[src/rtl/pair_sum_reporter.sv]
// pair_sum_reporter: sums ASCII two-digit values, reports the total as decimal ASCII over a UART tx handshake (COUNT_REPORT_EN appends ",NNNN" pair count)
module pair_sum_reporter #(
  parameter int SUM_W  = 20,
  parameter int DIGITS = 7
) (
  input  logic             sysclk,
  input  logic             reset,
  input  logic [7:0]       in_data,
  input  logic             in_valid,
  input  logic             tx_ready,
  output logic [7:0]       tx_data,
  output logic             tx_xmit,
  output logic [SUM_W-1:0] total,
  output logic             busy,
  output logic             err
);
  localparam int BW = DIGITS * 4;
  localparam int CW = $clog2(SUM_W + 1);
  localparam int IW = (DIGITS > 1) ? $clog2(DIGITS) : 1;
  typedef enum logic [2:0] {ACC, CONV, LOAD, XMIT, GUARD, WAIT} state_t;
  typedef enum logic [2:0] {PH_TOT, PH_COM, PH_CCV, PH_CNT, PH_NL, PH_DONE} phase_t;
  state_t           r_state, w_next;
  phase_t           r_ph;
  logic [SUM_W-1:0] r_total, r_bin;
  logic [BW-1:0]    r_bcd, w_adj;
  logic [CW-1:0]    r_cnt, w_conv_last;
  logic [IW-1:0]    r_idx;
  logic [3:0]       r_tens, w_digit;
  logic             r_pend, r_started, r_err;
  logic [7:0]       r_tx_data;
  logic [6:0]       w_pair;
  logic [SUM_W:0]   w_sum;
  logic             w_is_dig, w_is_ws, w_is_eq, w_skip, w_last_conv, w_dig_ph;
`ifdef COUNT_REPORT_EN
  logic [9:0]       r_pairs;
`endif

  assign w_is_dig    = in_data >= 8'h30 && in_data <= 8'h39;
  assign w_is_ws     = in_data == 8'h0A || in_data == 8'h0D || in_data == 8'h20;
  assign w_is_eq     = in_data == 8'h3D;
  assign w_pair      = 7'(r_tens) * 7'd10 + 7'(in_data[3:0]);
  assign w_sum       = {1'b0, r_total} + (SUM_W+1)'(w_pair);
  assign w_digit     = r_bcd[4*r_idx +: 4];
`ifdef COUNT_REPORT_EN
  assign w_dig_ph    = r_ph == PH_TOT || r_ph == PH_CNT;
  assign w_conv_last = r_ph == PH_CCV ? CW'(9) : CW'(SUM_W - 1);
`else
  assign w_dig_ph    = r_ph == PH_TOT;
  assign w_conv_last = CW'(SUM_W - 1);
`endif
  assign w_last_conv = r_cnt == w_conv_last;
  assign w_skip      = r_ph == PH_TOT && w_digit == 4'd0 && !r_started && r_idx != '0;
  assign tx_data     = r_tx_data;
  assign tx_xmit     = r_state == XMIT && tx_ready;
  assign total       = r_total;
  assign busy        = r_state != ACC;
  assign err         = r_err;

  // double-dabble correction: add 3 to every BCD nibble of 5 or more before the shift
  always_comb begin
    w_adj = r_bcd;
    for (int k = 0; k < DIGITS; k++)
      w_adj[4*k +: 4] = r_bcd[4*k +: 4] >= 4'd5 ? r_bcd[4*k +: 4] + 4'd3 : r_bcd[4*k +: 4];
  end

  // next-state: accumulate, convert, then send one character per LOAD/XMIT/GUARD/WAIT loop
  always_comb begin
    w_next = r_state;
    case (r_state)
      ACC:     w_next = (in_valid && w_is_eq) ? CONV : ACC;
      CONV:    w_next = w_last_conv ? LOAD : CONV;
      LOAD:    w_next = w_skip ? LOAD : XMIT;
      XMIT:    w_next = tx_ready ? GUARD : XMIT;
      GUARD:   w_next = WAIT;
      WAIT:    w_next = !tx_ready ? WAIT : r_ph == PH_DONE ? ACC :
`ifdef COUNT_REPORT_EN
                        r_ph == PH_CCV ? CONV :
`endif
                        LOAD;
      default: w_next = ACC;
    endcase
  end

  // state register
  always_ff @(posedge sysclk) r_state <= reset ? ACC : w_next;

  // datapath: accumulator, BCD converter and character sequencer
  always_ff @(posedge sysclk) begin
    if (reset) begin
      r_total   <= '0;
      r_bin     <= '0;
      r_bcd     <= '0;
      r_cnt     <= '0;
      r_idx     <= '0;
      r_tens    <= '0;
      r_pend    <= 1'b0;
      r_started <= 1'b0;
      r_err     <= 1'b0;
      r_tx_data <= '0;
      r_ph      <= PH_TOT;
`ifdef COUNT_REPORT_EN
      r_pairs   <= '0;
`endif
    end else begin
      if (in_valid && r_state != ACC) r_err <= 1'b1;
      case (r_state)
        ACC: if (in_valid) begin
          if (w_is_dig && !r_pend) begin
            r_tens <= in_data[3:0];
            r_pend <= 1'b1;
          end else if (w_is_dig) begin
            r_pend  <= 1'b0;
            r_total <= w_sum[SUM_W] ? '1 : w_sum[SUM_W-1:0];
            if (w_sum[SUM_W]) r_err <= 1'b1;
`ifdef COUNT_REPORT_EN
            if (r_pairs != 10'd999) r_pairs <= r_pairs + 1'b1;
`endif
          end else if (w_is_ws || w_is_eq) begin
            if (r_pend) r_err <= 1'b1;
            r_pend <= 1'b0;
          end else
            r_err <= 1'b1;
          if (w_is_eq) begin
            r_bin     <= r_total;
            r_bcd     <= '0;
            r_cnt     <= '0;
            r_idx     <= IW'(DIGITS - 1);
            r_started <= 1'b0;
            r_ph      <= PH_TOT;
          end
        end
        CONV: begin
          {r_bcd, r_bin} <= {w_adj[BW-2:0], r_bin, 1'b0};
          r_cnt <= r_cnt + 1'b1;
`ifdef COUNT_REPORT_EN
          if (w_last_conv && r_ph == PH_CCV) r_ph <= PH_CNT;
`endif
        end
        LOAD: begin
          if (w_dig_ph) begin
            if (!w_skip) r_tx_data <= 8'h30 + {4'h0, w_digit};
            if (!w_skip) r_started <= 1'b1;
            if (r_idx != '0) r_idx <= r_idx - 1'b1;
`ifdef COUNT_REPORT_EN
            else r_ph <= r_ph == PH_TOT ? PH_COM : PH_NL;
`else
            else r_ph <= PH_NL;
`endif
          end else if (r_ph == PH_NL) begin
            r_tx_data <= 8'h0A;
            r_ph      <= PH_DONE;
          end
`ifdef COUNT_REPORT_EN
          else if (r_ph == PH_COM) begin
            r_tx_data <= 8'h2C;
            r_ph      <= PH_CCV;
          end
`endif
        end
        WAIT: if (tx_ready) begin
          if (r_ph == PH_DONE) begin
            r_total <= '0;
            r_pend  <= 1'b0;
`ifdef COUNT_REPORT_EN
            r_pairs <= '0;
`endif
          end
`ifdef COUNT_REPORT_EN
          if (r_ph == PH_CCV) begin
            r_bin <= SUM_W'(r_pairs) << (SUM_W - 10);
            r_bcd <= '0;
            r_cnt <= '0;
            r_idx <= IW'(3);
          end
`endif
        end
        default: ;
      endcase
    end
  end
endmodule

[config.mk]
export PLATFORM = sky130hd
export DESIGN_NAME = pair_sum_reporter
export DESIGN_NICKNAME = d
export VERILOG_FILES = /design/src/rtl/pair_sum_reporter.sv
export SDC_FILE = /design/constraint.sdc
export NUM_CORES = 1
export LEC_CHECK = 0
export BUFFER_PORTS_ARGS = -buffer_cell sky130_fd_sc_hd__buf_2
export CORE_AREA = 2 2 115 117
export DETAILED_ROUTE_END_ITERATION = 6
export DIE_AREA = 0 0 117 119
export PLACE_DENSITY = 0.71
export SYNTH_ARGS = -nofsm -noshare
export SYNTH_HDL_FRONTEND = slang
export SYNTH_SLANG_ARGS = --single-unit
[constraint.sdc]
create_clock -name sysclk -period 3.1 [get_ports sysclk]
set_clock_uncertainty 0.2 [all_clocks]
set_input_delay 0.62 -clock sysclk [delete_from_list [all_inputs] [get_ports sysclk]]
set_output_delay 0.62 -clock sysclk [all_outputs]
set_load 0.02 [all_outputs]
==> results.toml <==
[clocking]
cts_tree = "yes"
numCtsBuffers = 9
postCtsHoldBufs = 0
clock_latency_ns = 0.35
ctsHtreeMaxLevel = 3
clock_path_buffers = 2
cts_num_sinks = 93
clk_pin_slew_worst_paths_ns = 0.07
root_buffer = "clkbuf_16"

[final_layout]
layout-area-overhead-vs-synth_pct = 21.1
drive_gt1_frac = 0.249
num-fill-cells = 1168
regArea_um2 = 1860
diodes = 0
multi_input_area_um2 = 3710
layout.nets = 778

[grt]
first_global_vias = 4815
grt_overflow = 0
grt_pass1_wl_mm = 23.0
grt_max_degree = 59
grt_util_all_layers = 0.204
antenna_found_initial = 0

[timing]
slew_headroom = 0.514
setup-violations-final = 11
finalHoldViolCount = 0
max_freq_ghz = 0.311
slew_violations = 0
tightest_slew_ns = 0.729
fin_hold_ws_ns = 0.269
final.setup.worst_slack_ns = -0.120
min_period_over_period = 1.04
rsz0062_at_grt = "true"
finalSetupTns_ns = -0.799
period_needed_ns = 3.22

[worst_setup_path]
cp_top_family = "adder cells"
reg2reg_from = "r_tens[1]"
cp_data_required_time_ns = 3.14
cp_slowest_cell = "fa_1"
path_cells = "ha_4 -> ha_4 -> fa_1 -> buf_6 -> xnor2_4 -> ha_4 -> o21a_1 -> nor2_4 -> a311oi_4 -> buf_6 -> nand2_2 -> a21o_1 -> a22o_1"
critPathKind = "reg2reg"
cp-startpoint = "r_tens[1]"
crit_fanout = 6
r2r_cells = 13
slowest_delay_ns = 0.47
cpMostUsedCell = "ha_4"
rrSetupSlack_ns = -0.12
r2r-end = "total[13]"
arrival_ns = 3.26
endpoint = "total[13]"
critPathCaptureType = "register"
startpoint_type = "register"
path_depth = 13
cp_num_buf_inv = 2

[flow_run]
maxCapViolations = 0

[synth]
yosysSeqAreaShare = 0.335
synth_area_leaders = "dfxtp_1, ha_1, nor2_1"
syn_area_um2 = 5550
yosys_warnings = 0
netlist_instances = 678
synth_edf_count = 0
synth_ff_type = "dfxtp_1"
synthDistinctLibCells = 68
synth_top_area_cell = "dfxtp_1"
ys_ff_latch = 93
synth_area_per_cell_um2 = 8.19
async_flop_share = 0
synthDominantCellAreaShare = 0.335
synth_most_common_cell = "dfxtp_1"
ys_top_cells_by_count = "dfxtp_1, nor2_1, nand2_1"

[drt]
wl_mm = 14.5
ant_nets = 0
viasPerCell = 5.74
drtIter0Drc = 333
wl_per_cell_um = 15.9
drc_errors = 0
vias = 5242
first_pass_iters = 6

[placed_design]
port_buffers = 40
gp_congestion = 0.890
hpwlAfterDp_mm = 9.79

[die]
initial_core_util = 0.431
die_w_um = 117
dieArea_um2 = 13900
rows = 42
die_h_um = 119
core_area_um2 = 12900
io_pins = 43

[pwr]
swShare = 0.224
combPwrFrac = 0.045
seq_power_share = 0.504
p_leak_nw = 2.64
p_sw_uw = 532
ir_worst_vdd_uv = 183
clkPwrFrac = 0.451
p_per_area_nw_per_um2 = 354
p_int_mw = 1.85

[outcome]
status = "finished, violations left"
failed_checks = "setup timing"

[min_path]
hold_start = "r_bin[19]"
hold_class = "reg2reg"
==> placed cells by master, fill, tap and decap left out, types with 6 or more instances in the layout <==
cell type	instances
clkbuf_16	9
nor2_1	81
nand2_1	59
nor2b_1	9
buf_4	33
inv_1	27
mux2i_1	12
nand3_1	28
nor3_1	15
a22o_1	7
buf_6	8
ha_1	25
a32oi_1	7
o31ai_1	9
a21oi_1	47
a21o_1	6
xnor2_1	14
a211oi_2	6
xor2_1	12
dfxtp_1	91
o21ai_2	7
buf_2	40
o221a_2	18
o21ai_0	19
a31oi_1	11
nand2b_1	14
==> worst min-delay path by stage <==
stage	endpoint	slack, ns	cells after the start
after detailed placement	r_bin[0]	0.26	2
after floorplan	r_bcd[0]	0.23	2
after CTS	r_bin[0]	0.27	2
after global routing	r_bin[0]	0.30	2
final	r_bcd[0]	0.27	2
after global placement	r_bcd[0]	0.25	2
==> cell type report <==
class                      instances  share of cell area
multi-input combinational        519               0.551
sequential                        93               0.277
timing repair buffer              81              0.0800
clock buffer                      13              0.0402
tap                              176              0.0327
inverter                          29              0.0162
clock inverter                     3             0.00279
==> per-stage QoR <==
step           utilization  setup WS, ns  instance area [um2]  power, mW  cells
2_1_floorplan            -      -0.00473                 5640       1.29    679
3_3_place_gp         0.476        -0.241                 6120       1.33    888
3_5_place_dp         0.476        -0.331                 6120       1.33    888
4_1_cts              0.509       -0.0642                 6560       2.39    908
5_1_grt              0.523        -0.231                 6730       2.47    914
6_report             0.523        -0.120                 6730       2.38    914
==> routing by layer <==
metal | global-route usage | part of all wire
met4 | 0.0515 | 0.012
met2 | 0.323 | 0.48
met3 | 0.0422 | 0.045
met1 | 0.282 | 0.46
met5 | 0 | 0
==> registers in the layout, summed over array words and instances, names as in the netlist <==
| register | flops |
|---|---|
| err | 1 |
| r_bcd | 28 |
| r_bin | 20 |
| r_cnt | 5 |
| r_idx | 3 |
| r_pend | 1 |
| r_ph | 2 |
| r_started | 1 |
| r_state | 3 |
| r_tens | 4 |
| total | 20 |
| tx_data | 5 |
==> worst min-delay path: cells and delay by family, from the launching register on <==
kind	cells	cell delay, ns
and+or+nand+nor	1	0.05
AOI/OAI and AO/OA	1	0.05
DFF	1	0.31
==> cells by family (layout without fill, tap and decap cells) <==
family | Yosys count | after routing | synth area share
compound gates | 182 | 182 | 0.237
xor+xnor | 27 | 27 | 0.0426
fa+ha+maj | 33 | 33 | 0.0784
buf+inv | 67 | 126 | 0.0505
flops | 93 | 93 | 0.335
mux | 17 | 17 | 0.0338
other cells | 1 | 2 | 0.000675
simple gates | 258 | 258 | 0.221
==> power by group through the flow <==
stage	clock network [mW]	registers [mW]	logic, mW
floorplan	0	1.23	0.0625
global placement	0	1.23	0.0983
detailed placement	0	1.23	0.102
CTS	1.09	1.20	0.104
global route	1.16	1.20	0.118
finish	1.07	1.20	0.107
==> timing repair <==
item,4_1_cts,5_1_grt
buffers inserted,4,6
endpoints found under the setup margin,21,21
resized for setup,31,28
pin swaps,31,19
Note: power is estimated with default switching activity, not from simulation.
